## src/rtl/pattern_scan_ctrl.sv

```systemverilog
// pattern_scan_ctrl: loads a 5-bit pattern, scans the message for in-byte and byte-crossing matches, and writes three counts back to memory.
module pattern_scan_ctrl #(
  parameter int MSG_BASE = 0,
  parameter int MSG_LEN  = 32,
  parameter int PAT_ADDR = 32,
  parameter int RES_ADDR = 33,
  parameter int AW       = 8
) (
  input  logic          clock,
  input  logic          reset,
  input  logic          start,
  output logic          done,
  output logic          busy,
  output logic [AW-1:0] mem_addr,
  input  logic [7:0]    mem_rd_data,
  output logic          mem_wr_en,
  output logic [7:0]    mem_wr_data
);
  localparam logic [2:0] S_IDLE = 3'd0;
  localparam logic [2:0] S_LD   = 3'd1;
  localparam logic [2:0] S_SCAN = 3'd2;
  localparam logic [2:0] S_WR0  = 3'd3;
  localparam logic [2:0] S_WR1  = 3'd4;
  localparam logic [2:0] S_WR2  = 3'd5;
  localparam logic [2:0] S_DONE = 3'd6;
  logic [2:0]    r_state;
  logic [4:0]    r_pat;
  logic [7:0]    r_prev;
  logic [AW-1:0] r_idx;
  logic [7:0]    r_ctb;
  logic [7:0]    r_cto;
  logic [7:0]    r_cts;
  logic [2:0]    w_w;
  logic [2:0]    w_x;
  logic [11:0]   w_cross;
  always_comb begin
    w_w = '0;
    w_x = '0;
    w_cross = {r_prev[3:0], mem_rd_data};
    for (int k = 0; k < 4; k++) begin
      w_w = w_w + 3'(mem_rd_data[k +: 5] == r_pat);
      w_x = w_x + 3'(w_cross[k + 4 +: 5] == r_pat);
    end
    w_x = (r_idx == '0) ? 3'd0 : w_x;
  end
  assign done        = r_state == S_DONE;
  assign busy        = r_state inside {S_LD, S_SCAN, S_WR0, S_WR1, S_WR2};
  assign mem_wr_en   = r_state inside {S_WR0, S_WR1, S_WR2};
  assign mem_wr_data = (r_state == S_WR0) ? r_ctb :
                       (r_state == S_WR1) ? r_cto :
                       (r_state == S_WR2) ? r_cts : 8'd0;
  assign mem_addr    = (r_state == S_LD)   ? AW'(PAT_ADDR) :
                       (r_state == S_SCAN) ? AW'(MSG_BASE) + r_idx :
                       (r_state == S_WR0)  ? AW'(RES_ADDR) :
                       (r_state == S_WR1)  ? AW'(RES_ADDR + 1) :
                       (r_state == S_WR2)  ? AW'(RES_ADDR + 2) : '0;
  always_ff @(posedge clock) begin
    if (reset) begin
      r_state <= S_IDLE;
      r_pat   <= '0;
      r_prev  <= '0;
      r_idx   <= '0;
      r_ctb   <= '0;
      r_cto   <= '0;
      r_cts   <= '0;
    end else begin
      case (r_state)
        S_IDLE: r_state <= start ? S_LD : S_IDLE;
        S_LD: begin
          r_pat   <= mem_rd_data[7:3];
          r_prev  <= '0;
          r_idx   <= '0;
          r_ctb   <= '0;
          r_cto   <= '0;
          r_cts   <= '0;
          r_state <= S_SCAN;
        end
        S_SCAN: begin
          r_ctb   <= r_ctb + 8'(w_w);
          r_cto   <= r_cto + 8'(w_w != 3'd0);
          r_cts   <= r_cts + 8'(w_w) + 8'(w_x);
          r_prev  <= mem_rd_data;
          r_idx   <= r_idx + 1'b1;
          r_state <= (r_idx == AW'(MSG_LEN - 1)) ? S_WR0 : S_SCAN;
        end
        S_WR0:   r_state <= S_WR1;
        S_WR1:   r_state <= S_WR2;
        S_WR2:   r_state <= S_DONE;
        S_DONE:  r_state <= start ? S_LD : S_DONE;
        default: r_state <= S_IDLE;
      endcase
    end
  end
endmodule
```

## config.mk

```make
export PLATFORM = sky130hd
export DESIGN_NAME = pattern_scan_ctrl
export DESIGN_NICKNAME = d
export VERILOG_FILES = /design/src/rtl/pattern_scan_ctrl.sv
export SDC_FILE = /design/constraint.sdc
export NUM_CORES = 1
export LEC_CHECK = 0
export BUFFER_PORTS_ARGS = -buffer_cell sky130_fd_sc_hd__buf_2
export CORE_UTILIZATION = 40
export CTS_BUF_LIST = sky130_fd_sc_hd__clkbuf_16
export DETAILED_ROUTE_END_ITERATION = 12
export PLACE_DENSITY = 0.67
export SYNTH_ARGS = -nofsm -noshare
export SYNTH_HDL_FRONTEND = slang
export SYNTH_SLANG_ARGS = --single-unit
```

## constraint.sdc

```tcl
create_clock -name clock -period 13.83 [get_ports clock]
set_clock_uncertainty 0.2 [all_clocks]
set_input_delay 2.766 -clock clock [delete_from_list [all_inputs] [get_ports clock]]
set_output_delay 2.766 -clock clock [all_outputs]
set_load 0.05 [all_outputs]
```

==> results of run 1 <==
-- layout by cell type, fill, tap and decap left out, drive strengths merged, types with 9 or more instances in the layout --
| cell type | n |
|---|---|
| dfxtp | 44 |
| nand2 | 41 |
| nor2 | 32 |
| buf | 31 |
| a21oi | 24 |
| xnor2 | 22 |
| xor2 | 22 |
| a22oi | 20 |
| o21ai | 18 |
| ha | 16 |
| nand3 | 13 |
| and2 | 12 |
| nor3 | 12 |
| inv | 11 |
| mux2 | 9 |
-- path summary, 6_finish.rpt --
path / from / endpoint / slack (ps) / cells past startpoint
hold reg to reg: r_idx[3] / r_idx[3] / 320 / 2
hold / removal: r_idx[3] / r_idx[3] / 320 / 2
setup reg to reg: r_pat[4] / r_cts[7] / 9330 / 16
setup / recovery: mem_rd_data[4] / r_cts[7] / 7330 / 17
-- metrics by stage --
step | hold slack [ps] | std cells | utilization [%]
2_1_floorplan | 266 | 394 | -
3_3_place_gp | 279 | 496 | 43.1
3_5_place_dp | 301 | 496 | 43.1
4_1_cts | 312 | 504 | 45.3
5_1_grt | 344 | 504 | 45.3
6_report | 321 | 504 | 45.3
-- worst min-delay path, stage by stage, from the launching register on --
cell and delay, ps:
dfxtp_1 330, o21ai_0 80, a21oi_1 60
-- synthesized netlist by cell type, types with 2 or more instances --
library cell   n  area (um^2)
ha_1          16          200
a31oi_1        3         18.8
nand2_1       41          154
a21o_1         5         37.5
buf_2          5         25.0
mux2_2         9          101
dfxtp_1       44          881
nand4_1        4         25.0
nand3_1       13         65.1
o211ai_1       5         37.5
a21oi_1       24          120
inv_1         11         41.3
nor3b_1        4         30.0
or4_1          2         15.0
nor3_1        11         55.1
nand2b_1       3         18.8
xnor2_1       22          193
xor2_1        22          193
and2_1        12         75.1
nor2b_1        3         18.8
nand3b_1       4         30.0
nor4b_1        2         17.5
a22oi_1       20          150
or3_1          4         25.0
a211oi_1       2         15.0
o21ai_0       18         90.1
and3_1         4         25.0
fa_1           5          100
and4bb_2       2         25.0
buf_1          6         22.5
nor2_1        32          120
clkbuf_1      19         71.3
-- cells by family after synthesis --
group	count (synthesis)	synth area share, %
AOI/OAI and AO/OA	84	16.9
xor gates and xnor gates	44	12.2
adders and majority gates	21	9.52
buffers and inverters	42	5.43
DFF	44	27.9
muxes	9	3.21
and+or+nand+nor	150	24.8
-- power breakdown --
group	switching, W	leakage [nW]	internal, W
registers	0.00000734	0.355	0.000129
clock network	0.0000507	0.0814	0.0000849
logic	0.0000338	1.02	0.0000194
-- state kept, by name, summed over array words and instances, names as in the netlist --
| signal | count |
|---|---|
| r_idx | 8 |
| r_state | 3 |
| r_cts | 8 |
| r_pat | 5 |
| r_prev | 4 |
| r_cto | 8 |
| r_ctb | 8 |
-- layer usage --
layer / track usage, % / part of all wire [%]
met4: 5.16 / 1.4
met2: 31.9 / 49
met5: 0 / 0
met3: 2.86 / 3.9
met1: 25.0 / 46
-- layout make-up --
cell class                 count  area share (%)
clock inverter                 3            1.22
tap                          102            3.66
multi-input combinational    308            60.5
timing repair buffer          31            4.60
inverter                      11            1.18
sequential                    44            25.3
clock buffer                   5            3.59
==> impl_metrics.env, run 1 <==
export IMPL_synthCells=394
export IMPL_core_area_um2=7690
export IMPL_critPathLaunchType="primary input"
export IMPL_grt_max_degree=48
export IMPL_peakVddDrop_mv=0.0555
export IMPL_setup_slack_ps=7330
export IMPL_synth_cell_types=49
export IMPL_syn_area_per_cell_um2=8.01
export IMPL_cp_num_buf_inv=4
export IMPL_dp_hpwl_um=5350
export IMPL_setup_viol=0
export IMPL_wire_per_inst_um=14.9
export IMPL_critical_path_arrival_ps=6520
export IMPL_start_util_pct=41.0
export IMPL_dr_pass1_iters=4
export IMPL_post_cts_buffers=0
export IMPL_ios=30
export IMPL_min_period_ps=6500
export IMPL_syn_nets=426
export IMPL_clk_pin_slew_ps=60
export IMPL_synth_area_um2=3150
export IMPL_p_leak_nw=1.46
export IMPL_crit_path_end_kind="flop"
export IMPL_relSlewSlack_pct=40.3
export IMPL_cts_sinks=44
export IMPL_async_flop_share_pct=0
export IMPL_power_density_nw_per_um2=93.4
export IMPL_cts_repair_resize_count=0
export IMPL_cp_slowest_cell="fa_1"
export IMPL_portBuffers=29
export IMPL_synth_edff_count=0
export IMPL_slowest_delay_ps=560
export IMPL_required_ps=13840
export IMPL_grt_pass1_vias=2643
export IMPL_ys_seq_elements=44
export IMPL_syn2layout_area_growth_pct=10.5
export IMPL_ant_nets=0
export IMPL_grt_usage_pct=18.9
export IMPL_final_hold_violation_count=0
export IMPL_fp_row_count=32
export IMPL_grt_antenna_before_repair=0
export IMPL_yosysSeqAreaShare_pct=27.9
export IMPL_hold_path_class="reg -> reg"
export IMPL_overflow=0
export IMPL_fin_crit_sh_pct=47.0
export IMPL_drv_cap=0
export IMPL_setup_tns_ps=0
export IMPL_place_congestion=0.866
export IMPL_cts_hold_buf=0
export IMPL_multi_input_area_um2=2110
export IMPL_tritoncts="built"
export IMPL_postPlaceCellArea_um2=3320
export IMPL_cts_max_level=2
export IMPL_outcome="finished, final reports clean"
export IMPL_worstSetupPathType="in -> reg"
export IMPL_critical_path_top_delay_family="adder cells"
export IMPL_rsz0062_at_grt="no"
export IMPL_drv_slew=0
export IMPL_antenna_cells=0
export IMPL_dp_slack_ps=7060
export IMPL_ys_warn_count=0
export IMPL_drtIter0Drc=133
export IMPL_worstSkewPairLatency_ps=290
export IMPL_fmaxAchievable_mhz=154
export IMPL_dieArea_um2=8240
export IMPL_stdcell_area_um2=3480
export IMPL_final_nets=433
export IMPL_crit_chain="buf_2, xor2_1, nor3_1, nand3_1, fa_1, inv_1, ha_1, ha_1, inv_1, fa_1, inv_1, ha_1, fa_1, a21o_1, nand4_1, mux2_2, nor2_1"
export IMPL_cts_max_path_buffers=2
export IMPL_regArea_um2=881
export IMPL_grt_pass1_wl_um=12700
export IMPL_drc=0
export IMPL_cts_root_buffer="clkbuf_16"
export IMPL_die_x_um=90.8
export IMPL_total_power_w=0.000326
export IMPL_cts_buffers=5
export IMPL_vias=2812
export IMPL_totalWireLength_um=7500
export IMPL_die_h_um=90.8
export IMPL_ys_flop_type="dfxtp_1"
export IMPL_crit_path_max_fanout=6
export IMPL_viasPerCell=5.58
export IMPL_fill_cells=785
export IMPL_drive_gt1_share_pct=14.4
export IMPL_worst_pin_slew_ps=896
Note: power is estimated with default switching activity, not from simulation.
==> run 2, diff against run 1 <==
Settings changed: ABC_AREA set to 1.
Clock period 13.83 ns to 6.76 ns, I/O delays scaled along.
==> impl_metrics.env, run 2 <==
export IMPL_outcome="finished, final reports clean"
export IMPL_critPathLaunchType="primary input"
export IMPL_start_util_pct=41.0
export IMPL_die_x_um=90.8
export IMPL_worst_pin_slew_ps=744
export IMPL_cts_hold_buf=0
export IMPL_viasPerCell=5.16
export IMPL_worstSkewPairLatency_ps=290
export IMPL_setup_viol=0
export IMPL_whs_path_depth=2
export IMPL_drtIter0Drc=163
export IMPL_clk_pin_slew_ps=60
export IMPL_dieArea_um2=8240
export IMPL_yosysSeqAreaShare_pct=27.9
export IMPL_min_from="r_cts[1]"
export IMPL_dp_hpwl_um=5910
export IMPL_syn2layout_area_growth_pct=10.3
export IMPL_synthCells=488
export IMPL_post_cts_buffers=0
export IMPL_hold_path_class="reg -> reg"
export IMPL_required_ps=6780
export IMPL_cts_max_level=2
export IMPL_ios=30
export IMPL_synth_top_area_cell="dfxtp_1"
export IMPL_grt_max_degree=32
export IMPL_holdPathEnd="r_cts[1]"
export IMPL_final_hold_violation_count=0
export IMPL_ys_flop_type="dfxtp_1"
export IMPL_grt_pass1_vias=3022
export IMPL_crit_reg2reg_capture="r_cts[5]"
export IMPL_ys_top_cells_by_count="130 x nand2_1, 63 x inv_1, 51 x nor2_1"
export IMPL_cts_repair_resize_count=0
export IMPL_drc=0
export IMPL_die_h_um=90.8
export IMPL_placed_cells=598
export IMPL_critical_path_top_delay_family="adder cells"
export IMPL_crit_path_max_fanout=4
export IMPL_ys_seq_elements=44
export IMPL_wire_per_inst_um=13.2
export IMPL_yosys_cell_count_top_type="nand2_1"
export IMPL_grt_usage_pct=20.7
export IMPL_layout_commonest_cell="nand2_1"
export IMPL_async_flop_share_pct=0
export IMPL_syn_nets=520
export IMPL_slowest_delay_ps=520
export IMPL_power_density_nw_per_um2=183
export IMPL_tritoncts="built"
export IMPL_portBuffers=29
export IMPL_critical_path_arrival_ps=4990
export IMPL_synthTopCellsByArea="dfxtp_1 28%, nand2_1 15%, inv_1 7.5%"
export IMPL_synth_edff_count=0
export IMPL_final_cell_mix="130 x nand2_1, 65 x inv_1, 51 x nor2_1"
export IMPL_r2r_start="r_pat[0]"
export IMPL_cts_buffers=5
export IMPL_finalNonFillerCells=606
export IMPL_totalWireLength_um=8000
export IMPL_cts_root_buffer="clkbuf_16"
export IMPL_min_period_ps=4970
export IMPL_cp_num_buf_inv=5
export IMPL_vias=3129
export IMPL_fmaxAchievable_mhz=201
export IMPL_synth_cell_types=31
export IMPL_fin_crit_sh_pct=73.5
export IMPL_crit_chain="buf_2, inv_1, nor2_1, nor4_1, nand3_1, fa_1, inv_1, ha_1, ha_1, inv_1, fa_1, inv_1, ha_1, fa_1, a21oi_1, nor2_1, nand2_1, o21ai_0, a21oi_1"
export IMPL_ys_warn_count=0
export IMPL_grt_pass1_wl_um=13900
export IMPL_relSlewSlack_pct=50.4
export IMPL_final_nets=535
export IMPL_p_leak_nw=1.62
export IMPL_fp_row_count=32
export IMPL_synth_area_um2=3150
export IMPL_setup_tns_ps=0
export IMPL_cts_sinks=44
export IMPL_reg2reg_slack_ps=2290
export IMPL_ant_nets=0
export IMPL_place_congestion=0.896
export IMPL_ff2ff_path_depth=18
export IMPL_cts_max_path_buffers=2
export IMPL_drv_cap=0
export IMPL_drv_slew=0
export IMPL_core_area_um2=7690
export IMPL_worstSetupPathType="in -> reg"
export IMPL_antenna_cells=0
export IMPL_cpMostUsedCell="inv_1"
export IMPL_drive_gt1_share_pct=8.73
export IMPL_grt_antenna_before_repair=0
export IMPL_dr_pass1_iters=6
export IMPL_cp_slowest_cell="fa_1"
export IMPL_crit_path_end_kind="flop"
export IMPL_peakVddDrop_mv=0.0970
export IMPL_overflow=0
export IMPL_syn_area_per_cell_um2=6.46
export IMPL_synth_top_area_share_pct=27.9
export IMPL_whs_ps=269
export IMPL_rsz0062_at_grt="no"
## run 2: power breakdown
group / switching (W) / internal [W] / leakage [nW] / total [W]
combinational: 0.0000828 / 0.0000383 / 1.19 / 0.000121
sequential: 0.0000149 / 0.000266 / 0.356 / 0.000281
clock: 0.000102 / 0.000133 / 0.0738 / 0.000235
total: 0.000200 / 0.000438 / 1.62 / 0.000637
## run 2: worst max path at each step
stage / startpoint / end / depth (start not counted) / slack [ps]
floorplan: mem_rd_data[6] / r_cts[7] / 17 / 1790
global placement: mem_rd_data[7] / r_cts[5] / 19 / 1570
detailed placement: mem_rd_data[1] / r_cts[5] / 19 / 1480
CTS: mem_rd_data[1] / r_cts[5] / 19 / 1780
global route: mem_rd_data[1] / r_cts[5] / 19 / 1420
finish: mem_rd_data[1] / r_cts[5] / 19 / 1790
## run 2: per-layer routing
| metal | up-vias | GRT usage [%] | wire length [um] |
|---|---|---|---|
| met1 | 1450 | 26.7 | 3630 |
| li1 | 1590 | - | - |
| met2 | 71 | 34.7 | 3800 |
| met3 | 18 | 2.95 | 395 |
| met5 | - | 0 | 0 |
| met4 | 0 | 8.07 | 164 |
## run 2: cell type report
class                      count  area [um^2]
fill                         812         4210
multi-input combinational    357         1940
sequential                    44          881
inverter                      65          244
timing repair buffer          30          153
tap                          102          128
clock buffer                   5          125
clock inverter                 3         11.3
## run 2: kinds of logic after synthesis
logic type | share of synthesized area [%]
buffers and inverters | 10.9
AND/OR/NAND/NOR | 31.3
flip-flops | 27.9
XOR/XNOR | 6.67
adder cells (fa/ha/maj) | 9.52
AO/OA/AOI/OAI | 13.7
## run 2: per-stage QoR
stage	setup slack, ps	util (%)	power [W]	area (um^2)
finish	1790	45.2	0.000637	3480
global route	1420	45.2	0.000672	3480
CTS	1780	45.2	0.000641	3480
detailed placement	1480	43.5	0.000407	3340
global placement	1570	43.5	0.000405	3340
floorplan	1790	-	0.000378	3150
## run 2: tightest hold or removal path, stage by stage (launching register included)
cell and delay (ps):
dfxtp_1 310, nand2_1 60, a21oi_1 50
